### src/rtl/dm_store_buffer.sv
// dm_store_buffer: posted-write FIFO between the CPU memory stage and the
// 16-bit data memory. Loads take the DM port ahead of buffered stores unless
// the buffer is full.
// Optional feature macro: STORE_FWD_EN (store-to-load forwarding; when
// undefined, loads stall until the buffer is empty).
module dm_store_buffer #(
    parameter int DEPTH = 4,
    parameter int AW    = 8,
    parameter int DW    = 16
) (
    input  logic          clk,
    input  logic          reset,
    input  logic          st_valid,
    input  logic [AW-1:0] st_addr,
    input  logic [DW-1:0] st_data,
    output logic          st_ready,
    input  logic          ld_valid,
    input  logic [AW-1:0] ld_addr,
    output logic          ld_ready,
    output logic [DW-1:0] ld_data,
    output logic [AW-1:0] dm_addr,
    output logic [DW-1:0] dm_din,
    output logic          dm_we,
    input  logic [DW-1:0] dm_dout,
    output logic          empty
);

    localparam int PW = (DEPTH > 1) ? $clog2(DEPTH) : 1;

    logic [AW-1:0] ent_addr [DEPTH];
    logic [DW-1:0] ent_data [DEPTH];
    logic [PW-1:0] wr_ptr;
    logic [PW-1:0] rd_ptr;
    logic [PW:0]   count;

    logic full;
    logic push;
    logic drain;
    logic ld_grant;

    assign full     = (count == (PW+1)'(DEPTH));
    assign empty    = (count == '0);
    // No bypass into a full buffer, even when a drain retires an entry this cycle.
    assign st_ready = !full;

`ifdef STORE_FWD_EN
    assign ld_ready = !full;
`else
    assign ld_ready = empty;
`endif

    assign ld_grant = ld_valid & ld_ready;
    assign drain    = !ld_grant & !empty;
    assign push     = st_valid & st_ready;

    // DM port mux: a granted load owns the port, otherwise the head entry drains.
    always_comb begin
        dm_addr = '0;
        dm_din  = '0;
        dm_we   = 1'b0;
        if (ld_grant) begin
            dm_addr = ld_addr;
        end else if (drain) begin
            dm_addr = ent_addr[rd_ptr];
            dm_din  = ent_data[rd_ptr];
            dm_we   = 1'b1;
        end
    end

`ifdef STORE_FWD_EN
    logic [PW-1:0] idx;

    // Youngest-match forwarding: scanning oldest to youngest and letting later
    // hits overwrite gives the same result as searching back from wr_ptr-1.
    always_comb begin
        ld_data = dm_dout;
        idx     = '0;
        for (int unsigned i = 0; i < DEPTH; i++) begin
            idx = rd_ptr + PW'(i);
            if (((PW+1)'(i) < count) && (ent_addr[idx] == ld_addr)) begin
                ld_data = ent_data[idx];
            end
        end
    end
`else
    // Without forwarding, loads only complete once every store has reached DM.
    assign ld_data = dm_dout;
`endif

    // Pointer and occupancy update; reset discards all pending stores.
    always_ff @(posedge clk or negedge reset) begin
        if (!reset) begin
            wr_ptr <= '0;
            rd_ptr <= '0;
            count  <= '0;
        end else begin
            if (push) begin
                wr_ptr <= wr_ptr + 1'b1;
            end
            if (drain) begin
                rd_ptr <= rd_ptr + 1'b1;
            end
            case ({push, drain})
                2'b10:   count <= count + 1'b1;
                2'b01:   count <= count - 1'b1;
                default: count <= count;
            endcase
        end
    end

    // Entry storage; contents are don't-care until the pointers mark them valid.
    always_ff @(posedge clk) begin
        if (push) begin
            ent_addr[wr_ptr] <= st_addr;
            ent_data[wr_ptr] <= st_data;
        end
    end

endmodule
### config.mk
export PLATFORM = sky130hd
export DESIGN_NAME = dm_store_buffer
export DESIGN_NICKNAME = d
export VERILOG_FILES = /design/src/rtl/dm_store_buffer.sv
export SDC_FILE = /design/constraint.sdc
export NUM_CORES = 1
export LEC_CHECK = 0
export CORE_MARGIN = 5
export CORE_UTILIZATION = 31
export CTS_BUF_LIST = sky130_fd_sc_hd__clkbuf_8 sky130_fd_sc_hd__clkbuf_16
export DETAILED_ROUTE_END_ITERATION = 10
export SLEW_MARGIN = 20
export SYNTH_ARGS = -nofsm -noshare
export SYNTH_HDL_FRONTEND = slang
export SYNTH_SLANG_ARGS = --single-unit
### constraint.sdc
create_clock -name clk -period 2.4 [get_ports clk]
set_input_delay 0.24 -clock clk [delete_from_list [all_inputs] [get_ports clk]]
set_output_delay 0.24 -clock clk [all_outputs]
set_load 0.05 [all_outputs]
# [Yosys cells after proc, flatten, opt, wreduce, memory -nomap -nowiden]
# Memories as Yosys holds them, arrays and structs flattened.
# Index checks and enable logic that the tools add are counted.
# W data, S select, Z words.
[totals] ramBits=96 regBits=7 mem_count=2 input_bits=52 out_inout_bits=44
[memory_table] memory="ent_data" words=4 word_bits=16 read_ports=1 rd_ports_with_merged_regs=0 wr=1 line="31" text="logic [DW-1:0] ent_data [DEPTH];"
[memory_table] memory="ent_addr" words=4 word_bits=8 read_ports=1 rd_ports_with_merged_regs=0 wr=1 line="30" text="logic [AW-1:0] ent_addr [DEPTH];"
[classes] reduce_logical=5 bitwise_logic=3 eq_ne=3 add_sub_neg=4 mux=9
[op_table] op="$mux W16" n=2
[op_table] op="$mux W8" n=2
[op_table] op="$pmux W3 S2" n=1
[op_table] op="$add A2 B1 Y2 const B" n=2
[op_table] op="$mux W1" n=4
[op_table] op="$add A3 B1 Y3 const B" n=1
[op_table] op="$and A1 B1 Y1" n=3
[op_table] op="$eq A3 B3 Y1 const B" n=1
[op_table] op="$logic_not A1 Y1" n=3
[op_table] op="$logic_not A3 Y1" n=1
[op_table] op="$sub A3 B1 Y3 const B" n=1
[op_table] op="$eq A2 B1 Y1 const B" n=1
[op_table] op="$eq A2 B2 Y1 const B" n=1
[op_table] op="$reduce_bool A2 Y1" n=1

# [Longest topological paths before layout]
[logic_depth] ltp_word=6 depth_mapped=8 ltp_nobuf=8

# [Worst setup path after synthesis]
# No wires, ideal clock.
[synth_timing] kind="reg2reg" startpoint="register count[1]" endpoint="register count[1]" t_required_ns=2.275 setup_time_ns=0.125 arrival_time_ns=2.001 n_path_buf=0 path_stages_with_launch=7 setup_slack_ns=0.274 synth_period_minus_slack_ns=2.126 cell_sequence="dfrtp_1 > or3b_4 > and2_4 > inv_1 > ha_1 > fa_1 > mux2_2"
[synth_between] word_cells_on_any_way=14 classes_between="add/sub (2); eq/ne (3); mux (1); bitwise (3); reduce/logical (5)"
[synth_rtl] item="start, declared" line="34" text="logic [PW:0] count;"
[synth_rtl] item="start signal, assigned" line="104" text="2'b10: count <= count + 1'b1;"
[synth_rtl] item="start signal, assigned" line="105" text="2'b01: count <= count - 1'b1;"
[synth_rtl] item="start signal, assigned" line="106" text="default: count <= count;"
[synth_rtl] item="$eq A3 B3 Y1 *" line="41" text="assign full = (count == (PW+1)'(DEPTH));"
[synth_rtl] item="$logic_not A1 Y1 *" line="44" text="assign st_ready = !full;"
[synth_rtl] item="via st_ready" line="16" text="output logic st_ready,"
[synth_rtl] item="$and A1 B1 Y1 *" line="54" text="assign push = st_valid & st_ready;"
[synth_rtl] item="$eq A2 B1 Y1 or $eq A2 B2 Y1 (tied branches)" line="103" text="case ({push, drain})"
[synth_rtl] item="$pmux W3 S2 or $reduce_bool A2 Y1 (tied branches)"
# Mark *: on every way through the listed nets, which the timed path passes. The rest lies on a longest branch.
# A chain may end at the register's enable or synchronous reset.

# [Final worst setup path]
[layout_timing] startpoint="register rd_ptr[0]" endpoint="output port dm_din[7]"
[layout_between] elab_chain_len=3
[layout_rtl] item="start, declared" line="33" text="logic [PW-1:0] rd_ptr;"
[layout_rtl] item="start signal, assigned" line="101" text="rd_ptr <= rd_ptr + 1'b1;"
[layout_rtl] item="$mem_v2 Z4 W16"
[layout_rtl] item="$mux W16" line="63" text="end else if (drain) begin"
[layout_rtl] item="$mux W16" line="61" text="if (ld_grant) begin"
[layout_rtl] item="end, declared" line="22" text="output logic [DW-1:0] dm_din,"
# No other way between the ends.

==> out/metrics.yaml <==
power_and_ir_drop:
  power_uw: 7640
  ir_drop_mv: 0.867
  power.leakage_uw: 0.00187
  power.density_mw_per_mm2: 1440
worst_setup_path:
  cp_max_fo: 8
  cp.required_ns: 2.16
  arrival_ns: 2.03
  start_kind: "flip-flop"
  crit_type: "reg -> out"
  endpoint_kind: "primary output"
drt:
  routed_wl_mm: 7.95
  wire_per_inst_um: 17.3
  ant_nets: 0
  dr_total_vias: 2058
  drtIter0Drc: 111
  vias_per_cell: 4.47
  firstDrtPassIters: 4
  drcViolationCount: 0
logic_synthesis:
  ys_seq_elements: 103
  yosys.area.top_type: "edfxtp_1"
  yosysTopAreaCellShare_pct: 67.7
  syn_avg_cell_area_um2: 19.2
  synth_warnings: 0
  synth_cell_types: 24
  ys_seq_area_share_pct: 71.8
  synthTopCellsByCount: "edfxtp_1, mux4_2, buf_4, nand2_1, and2_1"
  synth.cell_area_mm2: 0.00426
  synth.area.top_cells: "edfxtp_1, mux4_2, dfrtp_1, mux4_1, buf_4"
  async_flop_share_pct: 6.80
  synth_flop_cell: "edfxtp_1"
  synthCells: 222
  syn_nets: 280
  yosys.cell_count.top_type: "edfxtp_1"
  synth_edf_count: 96
floorplan:
  die_w_um: 127
  rows: 42
  initial_core_util_pct: 31.9
  io_pins: 96
  core_mm2: 0.0133
  dieArea_mm2: 0.0162
  die_y_um: 127
place:
  place_hpwl_mm: 5.38
  dp.cells: 444
  numPortBuffers: 63
  place.gp.congestion: 0.685
  postPlaceCellArea_mm2: 0.00499
cts:
  post_cts_buffers: 0
  tritoncts: "built"
  cts_made_buffers: 9
  ctsRootBufferMaster: "clkbuf_16"
  clk_pin_slew_ns: 0.06
  cts_resized: 0
  htreeDepth: 3
  cts.path.max_buffers: 2
  clkSinkCount: 103
  cts_hold_buf: 0
  insertion_delay_ns: 0.33
final_layout:
  drive_gt1_share_pct: 28.2
  utilization_pct: 39.8
  n_antenna_cell: 0
  layout.cells.non_filler: 460
  layout.nets: 337
  syn_to_final_growth_pct: 24.6
  final_area_mm2: 0.00531
flow_run:
  cap_violations: 0
sta:
  fmax_mhz: 441
  tns_ns: 0
  fin_skew_ns: 0.00753
  period_share_pct: 94.4
  report.final.slew_viol_count: 0
  hold_violations: 0
  period_needed_ns: 2.27
  rsz0062_at_grt: "false"
  relSlewSlack_pct: 66.2
  setup_violations: 0
  worst_pin_slew_ns: 0.506
global_route:
  overflow: 0
  antenna_found_initial: 0
  first_global_vias: 2349
  grt_pass1_wl_mm: 12.9
  grt_usage_pct: 10.6
  grt_max_degree: 26
worst_hold_path:
  hp-class: "in -> async"
outcome:
  status: "complete, no violations"
kinds of logic (layout without fill, tap and decap cells):
kind of cell,count (synthesis),in the layout,share of synthesized area (%)
DFF,103,103,71.8
and+or+nand+nor,49,49,6.17
buffers and inverters,32,94,5.00
muxes,26,26,13.8
adders and majority gates,6,6,1.94
xor gates and xnor gates,6,6,1.23
registers in the layout (all words and copies together), names as in the netlist:
signal	flops
ent_data	64
ent_addr	32
count	3
rd_ptr	2
wr_ptr	2
through the flow:
step	setup WS [ns]	hold slack (ns)
2_1_floorplan	0.274	-0.0556
3_3_place_gp	0.343	0.480
3_5_place_dp	0.294	0.480
4_1_cts	0.0868	0.176
5_1_grt	0.0119	0.190
6_report	0.134	0.175
critical path, cell delays in order, from the launching register on:
cell and delay (ns):
dfrtp_2 0.56, buf_4 0.26, mux4_2 0.52, and2_1 0.17
buf_4 0.18
area by class of cell:
type	instances	area, um^2
multi-input cells	87	992
flip-flops and latches	103	3060
fillers	1254	8040
repair buffers	73	701
clock inverters	7	90.1
well taps	176	220
clock buffers	9	225
inverters	5	18.8
path summary, 6_finish.rpt:
check                                 startpoint               endpoint  slack, ns  cells after the start
max reg2reg                 count[1]$_DFFE_PN0P_   count[1]$_DFFE_PN0P_       0.29                      6
min                                        reset  wr_ptr[0]$_DFFE_PN0P_       0.17                      1
min reg2reg                 count[2]$_DFFE_PN0P_   count[2]$_DFFE_PN0P_       0.51                      1
min in group clk                      dm_dout[0]             ld_data[0]       0.48                      0
max in group asynchronous                  reset  rd_ptr[0]$_DFFE_PN0N_       1.95                      1
max                        rd_ptr[0]$_DFFE_PN0N_              dm_din[7]       0.13                      4
layer usage:
| metal | GRT usage (%) | routed length, um |
|---|---|---|
| met3 | 3.63 | 427 |
| met1 | 12.0 | 3190 |
| met5 | 0 | 0 |
| met2 | 18.9 | 4240 |
| met4 | 3.41 | 83 |
layout by cell type, fill, tap and decap left out:
cell type / count
clkinv_2: 2
buf_4: 32
and3_2: 4
nand3_1: 8
mux2_2: 1
ha_1: 5
nand2_1: 17
clkinv_4: 1
or3b_4: 1
inv_1: 6
buf_12: 5
dfrtp_1: 6
clkinvlp_4: 1
mux2_4: 1
mux4_1: 6
clkbuf_16: 9
and2_4: 1
and2_1: 16
edfxtp_1: 96
mux4_2: 18
clkdlybuf4s50_1: 36
nor3_2: 1
xor2_1: 1
nor2_1: 1
fa_1: 1
dfrtp_2: 1
xnor2_1: 5
bufinv_16: 2
power breakdown:
| group | leakage (uW) | total (uW) | switching (uW) | internal, uW |
|---|---|---|---|---|
| sequential | 0.000960 | 2550 | 156 | 2390 |
| clock | 0.000157 | 1500 | 589 | 907 |
| combinational | 0.000751 | 3600 | 2230 | 1370 |
| total | 0.00187 | 7640 | 2970 | 4670 |
Note: power is estimated with default switching activity, not from simulation.
